--- src/rtl/cla_pkg.sv ---
// Shared definitions for the pipelined carry-lookahead adder.
//   CLA_WIDTH / CLA_SLICE : default operand width and bits resolved per stage
//   stage_t               : per-stage pipeline record
//   grp_combine           : merges a high and a low group propagate/generate
package cla_pkg;

    localparam int unsigned CLA_WIDTH = 64;
    localparam int unsigned CLA_SLICE = 16;

    // x/y ride along so later stages can reach their slices; d fills in
    // from the bottom one slice per stage; carry is the carry out of the
    // highest slice resolved so far.
    typedef struct packed {
        logic                 valid;
        logic [CLA_WIDTH-1:0] x;
        logic [CLA_WIDTH-1:0] y;
        logic [CLA_WIDTH-1:0] d;
        logic                 carry;
        logic                 gp;
        logic                 gg;
    } stage_t;

    // Returns {p, g} for the concatenation {hi, lo}.
    function automatic logic [1:0] grp_combine(input logic p_hi, input logic g_hi,
                                               input logic p_lo, input logic g_lo);
        return {p_hi & p_lo, g_hi | (p_hi & g_lo)};
    endfunction

endpackage

--- src/rtl/cla_slice16.sv ---
// Combinational 16-bit carry-lookahead adder slice.
//   a, b : operands
//   ci   : carry in
//   s    : sum
//   co   : carry out
//   p, g : group propagate / generate of the full slice (independent of ci)
// Four 4-bit lookahead groups, with a second lookahead level across the groups.
module cla_slice16 import cla_pkg::*; (
    input  logic [15:0] a,
    input  logic [15:0] b,
    input  logic        ci,
    output logic [15:0] s,
    output logic        co,
    output logic        p,
    output logic        g
);

    logic [15:0] bp;
    logic [15:0] bg;
    logic [15:0] c;
    logic [3:0]  gp4;
    logic [3:0]  gg4;
    logic [3:0]  cg;

    // Carries into bits 0..3 of a 4-wide lookahead block.
    function automatic logic [3:0] carries4(input logic [3:0] pp, input logic [3:0] gg,
                                            input logic c0);
        logic [3:0] cc;
        cc[0] = c0;
        cc[1] = gg[0] | (pp[0] & c0);
        cc[2] = gg[1] | (pp[1] & gg[0]) | (pp[1] & pp[0] & c0);
        cc[3] = gg[2] | (pp[2] & gg[1]) | (pp[2] & pp[1] & gg[0])
              | (pp[2] & pp[1] & pp[0] & c0);
        return cc;
    endfunction

    assign bp = a ^ b;
    assign bg = a & b;

    // Group and slice propagate/generate.
    always_comb begin
        logic [1:0] hi;
        logic [1:0] lo;
        gp4 = '0;
        gg4 = '0;
        hi  = '0;
        lo  = '0;
        for (int unsigned j = 0; j < 4; j++) begin
            hi = grp_combine(bp[4*j+3], bg[4*j+3], bp[4*j+2], bg[4*j+2]);
            lo = grp_combine(bp[4*j+1], bg[4*j+1], bp[4*j],   bg[4*j]);
            {gp4[j], gg4[j]} = grp_combine(hi[1], hi[0], lo[1], lo[0]);
        end
        hi = grp_combine(gp4[3], gg4[3], gp4[2], gg4[2]);
        lo = grp_combine(gp4[1], gg4[1], gp4[0], gg4[0]);
        {p, g} = grp_combine(hi[1], hi[0], lo[1], lo[0]);
    end

    // Second-level carries into each group, then bit carries inside groups.
    always_comb begin
        c  = '0;
        cg = carries4(gp4, gg4, ci);
        for (int unsigned j = 0; j < 4; j++) begin
            c[4*j +: 4] = carries4(bp[4*j +: 4], bg[4*j +: 4], cg[j]);
        end
        s  = bp ^ c;
        co = g | (p & ci);
    end

endmodule

--- src/rtl/cla_adder_pipe64.sv ---
// Pipelined 64-bit carry-lookahead adder: {cout, d} = x + y + cin.
//   clk, rst_n           : clock (rising edge), synchronous active-low reset
//   in_valid / in_ready  : input handshake for x, y, cin
//   out_valid / out_ready: output handshake for d, cout, ovf, GP, GG
//   d, cout              : sum and carry out of bit WIDTH-1
//   ovf                  : signed overflow
//   GP, GG               : whole-word group propagate/generate (0 when !out_valid)
// One SLICE-wide lookahead slice per stage, one add per cycle, whole pipe
// advances together whenever the output register is free or being drained.
module cla_adder_pipe64 import cla_pkg::*; #(
    parameter int unsigned WIDTH = CLA_WIDTH,
    parameter int unsigned SLICE = CLA_SLICE
) (
    input  logic             clk,
    input  logic             rst_n,
    input  logic             in_valid,
    output logic             in_ready,
    input  logic [WIDTH-1:0] x,
    input  logic [WIDTH-1:0] y,
    input  logic             cin,
    output logic             out_valid,
    input  logic             out_ready,
    output logic [WIDTH-1:0] d,
    output logic             cout,
    output logic             ovf,
    output logic             GP,
    output logic             GG
);

    localparam int unsigned STAGES = WIDTH / SLICE;

    stage_t in_rec;
    stage_t st_q [STAGES];
    stage_t st_d [STAGES];
    logic   adv;

    // gp=1/gg=0 is the identity for grp_combine, so stage 0 folds in like the rest.
    always_comb begin
        in_rec       = '0;
        in_rec.valid = in_valid;
        in_rec.x     = x;
        in_rec.y     = y;
        in_rec.carry = cin;
        in_rec.gp    = 1'b1;
        in_rec.gg    = 1'b0;
    end

    for (genvar k = 0; k < STAGES; k++) begin : g_stage
        stage_t           prev;
        stage_t           nxt;
        logic [SLICE-1:0] s;
        logic             co;
        logic             p;
        logic             g;

        if (k == 0) begin : g_first
            assign prev = in_rec;
        end else begin : g_rest
            assign prev = st_q[k-1];
        end

        cla_slice16 u_slice (
            .a  (prev.x[k*SLICE +: SLICE]),
            .b  (prev.y[k*SLICE +: SLICE]),
            .ci (prev.carry),
            .s  (s),
            .co (co),
            .p  (p),
            .g  (g)
        );

        always_comb begin
            nxt                     = prev;
            nxt.d[k*SLICE +: SLICE] = s;
            nxt.carry               = co;
            {nxt.gp, nxt.gg}        = grp_combine(p, g, prev.gp, prev.gg);
        end

        assign st_d[k] = nxt;
    end

    // Bubbles only move the valid bit, so the output data holds its last
    // result while the pipe runs empty.
    always_ff @(posedge clk) begin
        if (!rst_n) begin
            for (int unsigned k = 0; k < STAGES; k++) begin
                st_q[k] <= '0;
            end
        end else if (adv) begin
            for (int unsigned k = 0; k < STAGES; k++) begin
                if (st_d[k].valid) begin
                    st_q[k] <= st_d[k];
                end else begin
                    st_q[k].valid <= 1'b0;
                end
            end
        end
    end

    assign out_valid = st_q[STAGES-1].valid;
    assign adv       = !out_valid || out_ready;
    assign in_ready  = adv;
    assign d         = st_q[STAGES-1].d;
    assign cout      = st_q[STAGES-1].carry;
    assign ovf       = (st_q[STAGES-1].x[WIDTH-1] == st_q[STAGES-1].y[WIDTH-1])
                    && (st_q[STAGES-1].d[WIDTH-1] != st_q[STAGES-1].x[WIDTH-1]);
    assign GP        = out_valid & st_q[STAGES-1].gp;
    assign GG        = out_valid & st_q[STAGES-1].gg;

endmodule
--- config.mk ---
export PLATFORM = sky130hd
export DESIGN_NAME = cla_adder_pipe64
export DESIGN_NICKNAME = d
export VERILOG_FILES = /design/src/rtl/cla_pkg.sv /design/src/rtl/cla_slice16.sv /design/src/rtl/cla_adder_pipe64.sv
export SDC_FILE = /design/constraint.sdc
export NUM_CORES = 1
export LEC_CHECK = 0
export ABC_CLOCK_PERIOD_IN_PS = 10850
export CAP_MARGIN = 0
export CORE_MARGIN = 2
export CORE_UTILIZATION = 61
export CTS_CLUSTER_SIZE = 8
export DETAILED_ROUTE_END_ITERATION = 7
export GPL_ROUTABILITY_DRIVEN = 0
export PLACE_DENSITY = 0.86
export SYNTH_ARGS = -nofsm -noshare
export SYNTH_HDL_FRONTEND = slang
export SYNTH_SLANG_ARGS = --single-unit
--- constraint.sdc ---
create_clock -name clk -period 10.85 [get_ports clk]
set_clock_uncertainty 0.15 [all_clocks]
set_input_delay 3.255 -clock clk [delete_from_list [all_inputs] [get_ports clk]]
set_output_delay 3.255 -clock clk [all_outputs]
set_load 0.01 [all_outputs]
==> PnR_summary.wiki <==
{| class="wikitable"
! Metric !! Value
|-
| Remaining global-route overflow || 0
|-
| Total die area || 29,300 µm²
|-
| DRC violation count after routing || 0
|-
| Final critical delay including setup and external delays || a little under 8 ns
|-
| Share of cells above drive strength 1 || 0.0625
|-
| # clock sinks || 370
|-
| Number of distinct standard cells referenced by the synthesized netlist || 60
|-
| Number of failing hold endpoints at the final stage || 0
|-
| Number of max-capacitance violations reported || 0
|-
| Total Negative Setup Slacks || 0 ns
|-
| Sequence of cells on the critical path || clkdlybuf4s50_1 -> nand2b_2 -> clkdlybuf4s50_1
|-
| Routed len/inst || 17.4 µm
|-
| Compound-gate portion of the synthesized area || 0.0497
|-
| Pwr/cell area || 168 nW/µm²
|-
| Reg-to-reg setup timing slack || 7.70 ns
|-
| Maximum clock rate || roughly 130 MHz
|-
| Crit path largest cell delay || 0.56 ns
|-
| Cell count of the worst reg-to-reg path || 5
|-
| Critical R2R Capture || st_q[0][99]
|-
| Startpoint of the most critical hold path || st_q[0][175]
|-
| Wire length of the first global-routing pass || 49,100 µm
|-
| Number of setup violations in the final report || 0
|-
| Nets in the synthesized netlist || 1,479
|-
| Portion of netlist area occupied by mux cells || 0.00176
|-
| RSZ-0062 raised after global routing || false
|-
| Gates resized, CTS repair || 0
|-
| Final Hold Slack || 0.356 ns
|-
| Worst rel slew slack || 0.176
|-
| Filler-free cell count of the finished design || 1,802
|-
| Flip-flop and latch count after synthesis || 370
|-
| CTS root buffer || sky130_fd_sc_hd__clkbuf_16
|-
| Xor/xnor share of the synthesized area || 0.0185
|-
| Diodes inserted || 0
|-
| Share of the clock period used by the worst path after layout || 0.731
|-
| Synthesized cell area || between 15,000 and 20,000 µm²
|-
| Critical Path RT || 7.45 ns
|-
| Leak pwr || 0.00789 µW
|-
| Area growth syn-to-layout || 19.1%
|-
| Worst min-delay path class || reg2reg
|-
| Row cnt || 61
|-
| Most used flip-flop cell after synthesis || sky130_fd_sc_hd__edfxtp_1
|-
| Number of cells after detailed placement || 1,747
|-
| Design Area, Final || 20,300 µm²
|-
| Sink of the worst hold path || st_q[1][175]
|-
| Most numerous cell on the critical path || sky130_fd_sc_hd__clkdlybuf4s50_1
|-
| IO buf count || around 200
|-
| Worst-Margin Slew || 1.24 ns
|-
| Number of instances in the synthesized netlist || 1,266
|-
| Dpl cell area || 19,000 µm²
|-
| Largest fanout of any net on the critical path || 6
|-
| Launch point of the worst reg-to-reg path || st_q[3][195]
|-
| Final max-slew violation count || 0
|-
| Chip width || about 170 µm
|-
| Simple-Gate Fraction of Synth Area || 0.164
|-
| First-pass DRT Iterations || 6
|-
| Number of nets still failing antenna checks after routing || 0
|-
| Setup Buffers After CTS || 0
|-
| Mean cell area of the mapped netlist || 13.5 µm²
|-
| Worst setup path category || in2out
|-
| I/O Pins || 203
|-
| Regs by FF count || st_q (370)
|-
| Outcome || completed
|-
| Worst path bufs/invs || 2
|-
| Largest register FFs || 370
|-
| Number of warning messages in the yosys log || 0
|-
| Max H-tree Level || 2
|-
| Startpoint Class || input port
|-
| Kind of capture point of the worst setup path || primary output
|-
| Async set-reset flop share out of synthesis || 0
|-
| Post-DR vias/cell || around 5.4
|-
| Number of design-rule violations left by the first detailed-router iteration || 706
|-
| Deepest clock path buffer count || 3
|-
| Core footprint || 27,600 µm²
|-
| Biggest register || st_q
|-
| Starting density of the core || 0.617
|-
| TritonCTS clock tree || built
|-
| Max IR drop VDD || 0.000119 V
|-
| Largest family of logic cells by synthesized area || simple AND/OR/NAND/NOR gates
|-
| GRT Util Overall || 0.217
|-
| Via count of the first global-routing pass || between 9,000 and 10,000
|-
| Overall routed net length || 31,300 µm
|-
| CP arrival || 4.53 ns
|-
| Largest net degree at the start of global routing || between 90 and 100
|-
| Slowest cell on the critical path || sky130_fd_sc_hd__clkdlybuf4s50_1
|-
| Height of the die || 171 µm
|-
| Worst Hold Depth || 1
|-
| Worst path top cell family by delay || buffers and inverters
|-
| Fraction of the yosys area taken by sequential cells || 0.652
|-
| Clock latency on the worst-skew pair || ~0.53 ns
|-
| Net count reported at finish || ~1,600
|-
| Layout filler cell count || 1,763
|-
| Detail Placement HPWL || ~21,000 µm
|-
| Register clock-pin slew on the reported worst setup and hold paths || 0.05 ns
|-
| # hold bufs at CTS || 0
|-
| Via count || around 9,800
|-
| Initial antenna violation count || 0
|-
| Post-Synth Adder-Cell Area || 0.0657
|-
| CTS buffer count || 52
|-
| EDFF count, synth || 370
|}
-- cells in the final DEF, fill, tap and decap left out, types with 2 or more instances in the layout --
cell type | Yosys | layout
sky130_fd_sc_hd__edfxtp_1 | 370 | 370
sky130_fd_sc_hd__and2_1 | 293 | 293
sky130_fd_sc_hd__clkdlybuf4s50_1 | 0 | 202
sky130_fd_sc_hd__nor2_1 | 78 | 78
sky130_fd_sc_hd__ha_1 | 64 | 64
sky130_fd_sc_hd__nand2_1 | 57 | 53
sky130_fd_sc_hd__clkbuf_16 | 0 | 53
sky130_fd_sc_hd__inv_1 | 46 | 46
sky130_fd_sc_hd__a21oi_1 | 41 | 41
sky130_fd_sc_hd__xor2_1 | 26 | 26
sky130_fd_sc_hd__o21ai_0 | 19 | 19
sky130_fd_sc_hd__fa_1 | 16 | 16
sky130_fd_sc_hd__a21o_1 | 15 | 15
sky130_fd_sc_hd__nor3_1 | 12 | 12
sky130_fd_sc_hd__nand3_1 | 11 | 11
sky130_fd_sc_hd__xnor2_1 | 10 | 10
sky130_fd_sc_hd__nand4_1 | 10 | 10
sky130_fd_sc_hd__o21a_1 | 8 | 8
sky130_fd_sc_hd__and3_1 | 7 | 7
sky130_fd_sc_hd__nor2b_1 | 6 | 6
sky130_fd_sc_hd__nor4_1 | 6 | 6
sky130_fd_sc_hd__a31oi_1 | 5 | 5
sky130_fd_sc_hd__a211oi_1 | 5 | 5
sky130_fd_sc_hd__inv_2 | 5 | 5
sky130_fd_sc_hd__nand2b_1 | 4 | 4
sky130_fd_sc_hd__o21ai_2 | 4 | 4
sky130_fd_sc_hd__nand2_4 | 0 | 4
sky130_fd_sc_hd__nand3b_1 | 4 | 4
sky130_fd_sc_hd__mux2i_1 | 3 | 3
sky130_fd_sc_hd__nor3_2 | 3 | 3
sky130_fd_sc_hd__o21ai_1 | 3 | 3
sky130_fd_sc_hd__nand2_2 | 3 | 3
sky130_fd_sc_hd__o31ai_1 | 2 | 2
sky130_fd_sc_hd__o31a_1 | 2 | 2
sky130_fd_sc_hd__o211ai_1 | 2 | 2
sky130_fd_sc_hd__o21bai_1 | 2 | 2
sky130_fd_sc_hd__and2_4 | 2 | 2
sky130_fd_sc_hd__buf_4 | 65 | 2
-- final cells by class --
type                    count  area (µm²)  area share
flip-flops and latches    370       11100       0.547
multi-input cells         744        5140       0.253
repair buffers            204        2040       0.100
clock buffers              53        1330      0.0653
well taps                 378         473      0.0233
inverters                  51         191     0.00943
clock inverters             2        28.8     0.00142
-- worst register-to-register path, stage by stage, from the launching register on --
cell and delay [ns]:
sky130_fd_sc_hd__edfxtp_1 0.57, sky130_fd_sc_hd__nand2b_2 0.21, sky130_fd_sc_hd__and2_4 0.20, sky130_fd_sc_hd__nand2_1 0.46, sky130_fd_sc_hd__inv_2 1.11, sky130_fd_sc_hd__and2_1 0.31
-- cell families after synthesis --
kind of cell,count (synthesis)
muxes,3
and+or+nand+nor,501
xor gates and xnor gates,36
buffers and inverters,152
adders and majority gates,80
DFF,370
AOI/OAI and AO/OA,124
-- routing by layer --
layer,part of all wire,global-route usage
met1,0.41,0.274
met2,0.51,0.377
met3,0.054,0.0361
met4,0.033,0.0840
met5,0,0
-- how the worst max path moves through the flow --
stage              start        to  slack [ns]  cells after the start
3_3_place_gp   out_ready  in_ready        2.97                      3
4_1_cts        out_ready  in_ready        2.93                      3
6_report       out_ready  in_ready        2.92                      3
3_5_place_dp   out_ready  in_ready        2.92                      3
2_1_floorplan  out_ready  in_ready        3.98                      1
5_1_grt        out_ready  in_ready        2.86                      3
-- synth_stat cells, types with 10 or more instances --
cell type | n | area [µm²]
sky130_fd_sc_hd__ha_1 | 64 | 801
sky130_fd_sc_hd__o21ai_0 | 19 | 95.1
sky130_fd_sc_hd__nand2_1 | 57 | 214
sky130_fd_sc_hd__edfxtp_1 | 370 | 11100
sky130_fd_sc_hd__clkbuf_1 | 24 | 90.1
sky130_fd_sc_hd__a21o_1 | 15 | 113
sky130_fd_sc_hd__nor3_1 | 12 | 60.1
sky130_fd_sc_hd__xnor2_1 | 10 | 87.6
sky130_fd_sc_hd__nand4_1 | 10 | 62.6
sky130_fd_sc_hd__and2_1 | 293 | 1830
sky130_fd_sc_hd__inv_1 | 46 | 173
sky130_fd_sc_hd__fa_1 | 16 | 320
sky130_fd_sc_hd__nand3_1 | 11 | 55.1
sky130_fd_sc_hd__xor2_1 | 26 | 228
sky130_fd_sc_hd__nor2_1 | 78 | 293
sky130_fd_sc_hd__buf_4 | 65 | 488
sky130_fd_sc_hd__a21oi_1 | 41 | 205
-- power breakdown --
group / internal, µW / switching (µW)
Sequential: 1680 / 29.3
Clock: 851 / 530
Combinational: 149 / 177
-- stage by stage --
step	worst slack [ns]	total power, µW	utilization
after floorplan	3.98	1940	-
after global placement	2.97	2040	0.686
after detailed placement	2.92	2060	0.686
after CTS	2.93	3440	0.735
after global routing	2.86	3540	0.735
final	2.92	3420	0.735
No activity file was read; power rests on OpenSTA's default activity.
